==> src/rtl/boot_mem_pkg.sv <==
// Shared definitions for the boot memory: default geometry, the reset image
// and the access classification used between the decoder and the storage.
package boot_mem_pkg;

  localparam int unsigned DEF_DATA_W    = 16;
  localparam int unsigned DEF_ADDR_W    = 4;
  localparam int unsigned DEF_DEPTH     = 16;
  localparam int unsigned DEF_ROM_WORDS = 7;

  // Outcome of one bus cycle as seen by the storage array.
  typedef enum logic [1:0] {
    ACC_NONE,  // idle cycle
    ACC_RD,    // legal read
    ACC_WR,    // legal write
    ACC_ERR    // illegal access (ROM write or out of range)
  } acc_e;

  // Reset contents of word idx; the caller resizes it to its own word width.
  function automatic logic [15:0] boot_image(input int unsigned idx);
    case (idx)
      0:       return 16'hF200;
      1:       return 16'h4000;
      2:       return 16'hF800;
      3:       return 16'hF400;
      4:       return 16'hB007;
      5:       return 16'h6007;
      6:       return 16'h4000;
      7:       return 16'h000F;
      default: return 16'h0000;
    endcase
  endfunction

endpackage

==> src/rtl/boot_mem_decode.sv <==
// Classifies one bus request (cs/we/addr, plus the patch lock when
// BOOT_PATCH_EN is defined) into an access result. Purely combinational.
module boot_mem_decode
  import boot_mem_pkg::*;
#(
  parameter int unsigned ADDR_W    = DEF_ADDR_W,
  parameter int unsigned DEPTH     = DEF_DEPTH,
  parameter int unsigned ROM_WORDS = DEF_ROM_WORDS
) (
  input  logic              cs,
  input  logic              we,
  input  logic [ADDR_W-1:0] addr,
`ifdef BOOT_PATCH_EN
  input  logic              lock,
`endif
  output acc_e              acc
);

  logic in_range;
  logic is_rom;
  logic rom_locked;

  assign in_range = 32'(addr) < DEPTH;
  assign is_rom   = 32'(addr) < ROM_WORDS;

`ifdef BOOT_PATCH_EN
  assign rom_locked = lock;
`else
  assign rom_locked = 1'b1;
`endif

  // Priority: out of range beats everything, then read, then the ROM guard.
  always_comb begin
    // NOTE: assign a default before any branch so no path leaves acc unassigned and infers a latch.
    acc = ACC_NONE;
    if (cs) begin
      if (!in_range)                acc = ACC_ERR;
      else if (!we)                 acc = ACC_RD;
      else if (is_rom && rom_locked) acc = ACC_ERR;
      else                          acc = ACC_WR;
    end
  end

endmodule

==> src/rtl/boot_mem.sv <==
// Boot memory: flop-based single-port word store whose low ROM_WORDS words
// hold the read-only boot image and whose upper words are writable scratch.
// Read data is registered (1-cycle latency) with an rvalid strobe; illegal
// accesses pulse err. Optional macro BOOT_PATCH_EN adds a patch_lock input:
// ROM words stay writable until the sticky lock is set.
module boot_mem
  import boot_mem_pkg::*;
#(
  parameter int unsigned DATA_W    = DEF_DATA_W,
  parameter int unsigned ADDR_W    = DEF_ADDR_W,
  parameter int unsigned DEPTH     = DEF_DEPTH,
  parameter int unsigned ROM_WORDS = DEF_ROM_WORDS
) (
  input  logic              clk,
  input  logic              rst_n,
  input  logic              cs,
  input  logic              we,
  input  logic [ADDR_W-1:0] addr,
  input  logic [DATA_W-1:0] din,
`ifdef BOOT_PATCH_EN
  input  logic              patch_lock,
`endif
  output logic [DATA_W-1:0] dout,
  output logic              rvalid,
  output logic              err
);

  if (!((ROM_WORDS <= DEPTH) && (DEPTH <= (32'd1 << ADDR_W)))) begin : g_bad_cfg
    $fatal(1, "boot_mem: configuration needs ROM_WORDS <= DEPTH <= 2**ADDR_W");
  end

  logic [DATA_W-1:0] mem_q [DEPTH];
  logic [DATA_W-1:0] dout_q, dout_d;
  logic              rvalid_q, rvalid_d;
  logic              err_q, err_d;
  acc_e              acc;

`ifdef BOOT_PATCH_EN
  logic lock_q;

  // Sticky lock: set by any patch_lock cycle, cleared only by reset.
  always_ff @(posedge clk or negedge rst_n) begin
    if (!rst_n)          lock_q <= 1'b0;
    else if (patch_lock) lock_q <= 1'b1;
  end
`endif

  boot_mem_decode #(
    .ADDR_W    (ADDR_W),
    .DEPTH     (DEPTH),
    .ROM_WORDS (ROM_WORDS)
  ) u_decode (
    .cs   (cs),
    .we   (we),
    .addr (addr),
`ifdef BOOT_PATCH_EN
    .lock (lock_q),
`endif
    .acc  (acc)
  );

  // Next-state of the read port: dout holds unless a read (legal or not) occurs.
  always_comb begin
    dout_d   = dout_q;
    rvalid_d = 1'b0;
    err_d    = 1'b0;
    case (acc)
      ACC_RD: begin
        dout_d   = mem_q[addr];
        rvalid_d = 1'b1;
      end
      ACC_ERR: begin
        err_d = 1'b1;
        if (!we) begin
          dout_d   = '0;
          rvalid_d = 1'b1;
        end
      end
      default: ;
    endcase
  end

  // Storage and output registers; reset reloads the whole boot image.
  always_ff @(posedge clk or negedge rst_n) begin
    if (!rst_n) begin
      // NOTE: the array is reset on purpose -- the image lives in flops, so reset is what loads it.
      for (int i = 0; i < int'(DEPTH); i++) begin
        mem_q[i] <= DATA_W'(boot_image(i));
      end
      dout_q   <= '0;
      rvalid_q <= 1'b0;
      err_q    <= 1'b0;
    end else begin
      // NOTE: non-blocking assignments so every flop samples pre-edge values.
      dout_q   <= dout_d;
      rvalid_q <= rvalid_d;
      err_q    <= err_d;
      if (acc == ACC_WR) mem_q[addr] <= din;
    end
  end

  assign dout   = dout_q;
  assign rvalid = rvalid_q;
  assign err    = err_q;

endmodule

==> config.mk <==
export PLATFORM = sky130hd
export DESIGN_NAME = boot_mem
export DESIGN_NICKNAME = d
export VERILOG_FILES = /design/src/rtl/boot_mem_pkg.sv /design/src/rtl/boot_mem_decode.sv /design/src/rtl/boot_mem.sv
export SDC_FILE = /design/constraint.sdc
export NUM_CORES = 1
export LEC_CHECK = 0
export CORE_UTILIZATION = 50
export DETAILED_ROUTE_END_ITERATION = 8
export HOLD_SLACK_MARGIN = 0.06
export MAX_ROUTING_LAYER = met4
export PLACE_DENSITY = 0.68
export SLEW_MARGIN = 20
export SYNTH_ARGS = -nofsm -noshare
export SYNTH_HDL_FRONTEND = slang
export SYNTH_SLANG_ARGS = --single-unit
==> constraint.sdc <==
create_clock -name clk -period 1.53 [get_ports clk]
set_input_delay 0.459 -clock clk [delete_from_list [all_inputs] [get_ports clk]]
set_output_delay 0.459 -clock clk [all_outputs]
set_load 0.05 [all_outputs]
# After elaboration in Yosys (flattened, before gate mapping)
# Index checks and enable logic that the tools add are counted.
dict set report classes {
  n_lt_le_gt_ge 3
  n_eq_ne 4
  muxes 14
  bitwise 1
  reduce_logical 3
}
# op n
set ops {}
lappend ops {{bitwise mux 256 bit} 1}
lappend ops {{binary-select mux 16 bit (select 4 bit)} 1}
lappend ops {{demux 16 bit (select 4 bit)} 1}
lappend ops {{two-way mux 16 bit} 4}
lappend ops {{case mux 16 bit (2 select lines)} 1}
lappend ops {{greater-or-equal comparator 5 bit, second input constant} 1}
lappend ops {{less-than comparator 5 x 1 -> 1 bit, second input constant} 1}
lappend ops {{NOT 4 -> 5 bit} 1}
lappend ops {{equality test 2 bit, second input constant} 2}
lappend ops {{less-than comparator 4 x 3 -> 1 bit, second input constant} 1}
lappend ops {{two-way mux 2 bit} 2}
lappend ops {{two-way mux 1 bit} 3}
lappend ops {{equality test 2 x 1 -> 1 bit, second input constant} 1}
lappend ops {{!= test 2 bit, second input constant} 1}
lappend ops {{case mux 1 bit (2 select lines)} 1}
lappend ops {{AND reduction 2 bit} 1}
lappend ops {{nonzero test 2 bit} 1}
lappend ops {{logical AND 1 bit} 1}
dict set report word_totals {
  reg_bits 274
  input_bits 24
  output_inout_bits 18
  elab_cells 44
}

# Logic depth before layout (Yosys ltp)
dict set report logic_depth {
  word_depth 7
  depth_mapped 8
  mapped_depth_nobuf 4
}

# Hierarchy
# Synthesis repeated with hierarchy kept, for this count alone.
dict set report hier_totals {
  cells_unflattened 789
  hier_area_um2 12390.6
}
# module n_inst cells_each area_each_um2 seq_area_each_um2
set by_module_without_submodules {}
lappend by_module_without_submodules {boot_mem 1 786 12364.4 6896.6}
lappend by_module_without_submodules {boot_mem_decode 1 3 26.3 0.0}

# Worst setup path after synthesis
# OpenSTA, ideal clock, no wires.
dict set report synth_timing {
  path_type {input -> register}
  start {input addr[2]}
  end {register mem_q[117] in the netlist's numbering}
  setup_time_ns 0.125
  arrival_time_ns 1.985
  required_time_ns 1.405
  slack_ns -0.580
  cell_stages 7
  n_path_buf 4
  path_cell_list {buf_2 -> or3_1 -> buf_2 -> or3_1 -> buf_6 -> buf_8 -> mux2_4}
}
dict set report synth_between {
  elab_chain_cells 6
  word_cells_on_any_way 12
  cone_classes {order compare: 3; eq/ne: 1; mux: 6; bitwise: 1; reduce/logical: 1}
}
# element line
set synth_rtl {}
lappend synth_rtl {{from (decl)} boot_mem.sv:18} ;# input logic [ADDR_W-1:0] addr,
lappend synth_rtl {{NOT 4 -> 5 bit (implied by the code)} boot_mem.sv:98} ;# if (acc == ACC_WR) mem_q[addr] <= din;
lappend synth_rtl {{greater-or-equal comparator 5 bit (implied by the code) / less-than comparator 5 x 1 -> 1 bit (equally long branches)} boot_mem.sv:98}
lappend synth_rtl {{logical AND 1 bit (implied by the code)} boot_mem.sv:98}
lappend synth_rtl {{two-way mux 16 bit (implied by the code)} boot_mem.sv:98}
lappend synth_rtl {{demux 16 bit (select 4 bit)} boot_mem.sv:98}
lappend synth_rtl {{bitwise mux 256 bit} boot_mem.sv:98}
lappend synth_rtl {{to (signal, indexed assignment)} boot_mem.sv:88} ;# mem_q[i] <= DATA_W'(boot_image(i));
lappend synth_rtl {{to (signal, indexed assignment)} boot_mem.sv:98}
lappend synth_rtl {{to (decl)} boot_mem.sv:32} ;# logic [DATA_W-1:0] mem_q [DEPTH];
# Parallel ways exist; a longest one is shown, timed or not.
# A chain may end at the register's enable or synchronous reset.

# Final worst setup path
dict set report layout_timing {
  start {register dout_q[14] (netlist: dout[14])}
  end {output dout[14]}
}
# element line
set layout_lines {}
lappend layout_lines {{from (decl)} boot_mem.sv:33} ;# logic [DATA_W-1:0] dout_q, dout_d;
lappend layout_lines {{from (signal assigned)} boot_mem.sv:95} ;# dout_q <= dout_d;
lappend layout_lines {{to (decl)} boot_mem.sv:23} ;# output logic [DATA_W-1:0] dout,
# No word-level cell between the ends.

==> impl_metrics.py <==
metrics = {
    "run_status": {
        "run_status": "finished, violations left",
        "failed_checks": "negative setup slack",
    },
    "route": {
        "route.detailed.wl_per_inst_microns": 21.6,
        "vias_per_cell": 5.49,
        "via_count": 6252,
        "drt_wl_total_mm": 24.5,
        "route.detailed.drc": 0,
        "first_pass_iters": 4,
        "ant_nets": 0,
        "drt_iter0_drc": 309,
    },
    "global_routing": {
        "globalRouteMet3Util_pct": 2.92,
        "grt_max_degree": 62,
        "grt_pass1_vias": 7024,
        "grtUsageMet2_pct": 35.7,
        "grt_remaining_overflow": 0,
        "busiest_layer": "met2",
        "grt_pass1_wl_mm": 39.7,
        "grt_antenna_before_repair": 0,
        "globalRouteMet1Util_pct": 31.1,
        "grt_usage_pct": 22.6,
    },
    "finish": {
        "nNetsFinal": 860,
        "final_common_cell": "dfrtp_1",
        "fillers": 1640,
        "final_cell_mix": "dfrtp_1, mux2_2, buf_4, mux2_4, mux2i_1",
        "diodes": 0,
        "post-route-util_pct": 62.9,
        "drive_gt1_share_pct": 48.1,
        "stdcell_count": 1138,
        "syn_to_final_growth_pct": 21.8,
    },
    "clock_network": {
        "cts-root-buf": "clkbuf_16",
        "clk_path_buf_depth": 3,
        "cts_tree": "yes",
        "clkSinkCount": 274,
        "cts_made_buffers": 28,
        "clk_pin_slew_worst_paths_ps": 60,
        "clk_latency_ps": 550,
        "htree_levels": 1,
    },
    "sta": {
        "fin_skew_ps": 8.95,
        "fin_crit_sh_pct": 104,
        "timing.fmax_ghz": 0.627,
        "drv_slew": 0,
        "post-route-min-period_ps": 1590,
        "rsz0062_at_grt": "yes",
        "setup_slack_ps": -64.5,
        "setup_violations": 18,
        "slew-limit-headroom_pct": 64.9,
        "tightest_slew_ps": 526,
        "hold_violations": 0,
    },
    "setup_path": {
        "worst_path_largest_cell_delay_ps": 430,
        "crit_path_max_fanout": 2,
        "critPathKind": "flop to primary output",
        "cpLargestDelayFamily": "flip-flops",
        "r2r_end": "dout[13]",
        "required_ps": 1070,
        "arrival_ps": 1140,
        "start_kind": "flop",
        "slowest_stage": "dfrtp_2",
        "cp_cell_sequence": "buf_12",
        "rrSetupSlack_ps": 150,
        "cp-end-kind": "primary output",
        "timing.rr.start": "mem_q[221]",
        "cp_num_buf_inv": 1,
        "rr_worst_depth": 4,
    },
    "power": {
        "leakage_nw": 6.49,
        "ir_drop_uv": 915,
        "powerDensity_nw_per_um2": 1290,
    },
    "synthesis": {
        "synth_enable_flop_cells": 0,
        "yosys_warnings": 0,
        "synth_area_sq_um": 11400,
        "ys.flop_type": "dfrtp_1",
        "synth_nets": 838,
        "syn_avg_cell_area_sq_um": 14.1,
        "ys_seq_area_share_pct": 60.3,
        "async_flop_share_pct": 100,
        "synth.distinct_cells": 41,
        "synth-seq-cells": 274,
        "netlist_instances": 814,
    },
    "floorplan": {
        "num_rows": 54,
        "dieArea_sq_um": 23500,
        "die_height_microns": 153,
        "start_util_pct": 51.6,
        "die_x_microns": 153,
        "coreArea_sq_um": 22200,
        "io_pins": 42,
    },
    "worst_hold_path": {
        "hold_end": "err",
        "min-delay-start": "addr[2]",
        "holdPathStages": 3,
        "hp-class": "primary input to flop",
    },
    "place": {
        "dp_slack_ps": -922,
        "gp_congestion": 0.826,
        "dp_cells": 1074,
        "numPortBuffers": 41,
        "dpl.hpwl_mm": 16.5,
    },
    "job": {
        "drv_cap": 0,
    },
}
-- flip-flops by register name, indices dropped and copies added (netlist names) --
name and flops:
rvalid 1, mem_q 256, dout 16, err 1
-- per-stage QoR --
stage	cell area [sq um]	TNS, ps	hold WS, ps	power [mW]
3_3_place_gp	12900	-139910	343	11.3
4_1_cts	13900	-1080	365	18.1
5_1_grt	13900	-1230	278	18.6
6_report	13900	-751	283	17.9
2_1_floorplan	11900	-47370	163	10.3
3_5_place_dp	12900	-139200	347	11.4
-- layout make-up --
cell class / count / area (sq um) / share of cell area (%)
Tap cell: 280 / 350 / 2.51
Clock inverter: 12 / 85.1 / 0.611
Clock buffer: 40 / 817 / 5.86
Sequential cell: 274 / 6900 / 49.5
Inverter: 3 / 16.3 / 0.117
Multi-Input combinational cell: 385 / 4170 / 29.9
Timing Repair Buffer: 144 / 1600 / 11.5
-- repair_timing --
action | 4_1_cts | 5_1_grt
pin swaps | 2 | 1
hold buffers | 1 | 0
endpoints found under the hold margin | 21 | 0
cloned | 2 | 0
setup endpoints to repair | 178 | 95
buffers inserted | 8 | 1
resized for setup | 21 | 6
-- worst max path at each step --
stage | start | to | cells after the start
floorplan | addr[3] | mem_q[117] | 8
global placement | addr[3] | mem_q[6] | 7
detailed placement | addr[3] | mem_q[106] | 7
CTS | dout[14] | dout[14] | 1
global route | dout[14] | dout[14] | 1
finish | dout[14] | dout[14] | 1
-- Yosys cell counts, drive strengths merged, types with 3 or more instances --
cell type	count	area, sq um
dfrtp	242	6060
mux2	160	1840
clkbuf	122	458
mux2i	49	490
nand2	47	176
dfstp	32	841
mux4	32	721
buf	30	185
and3	14	87.6
a221o	8	80.1
a22oi	8	60.1
nand3	8	40.0
nor2	8	37.5
o22ai	8	50.1
o31ai	8	60.1
a32oi	6	52.6
o21ai	6	30.0
nand2b	4	25.0
or3	3	18.8
-- cells by family (layout without fill, tap and decap cells) --
family,count (synthesis),in the layout,synth area share [%]
buffers and inverters,155,199,5.74
and+or+nand+nor,95,95,4.06
DFF,274,274,60.3
muxes,241,241,26.7
AOI/OAI and AO/OA,49,49,3.27
-- power by group --
part | leakage (nW) | switching [mW] | internal (mW)
Combinational | 2.51 | 1.13 | 1.62
Clock | 0.458 | 2.76 | 3.87
Sequential | 3.53 | 0.478 | 8.07
-- worst register-to-register path, stage by stage, from the launching register on --
cell and delay (ps):
dfstp_2 530, mux4_2 230, nand2_1 60, and3_1 220
o31ai_1 250
-- routing by layer --
layer / up-vias / part of all wire [%]
li1: 2849 / -
met5: - / 0
met2: 115 / 49
met3: 37 / 3.6
met1: 3251 / 46
met4: 0 / 2.1
Power figures use the tool's default switching activity.
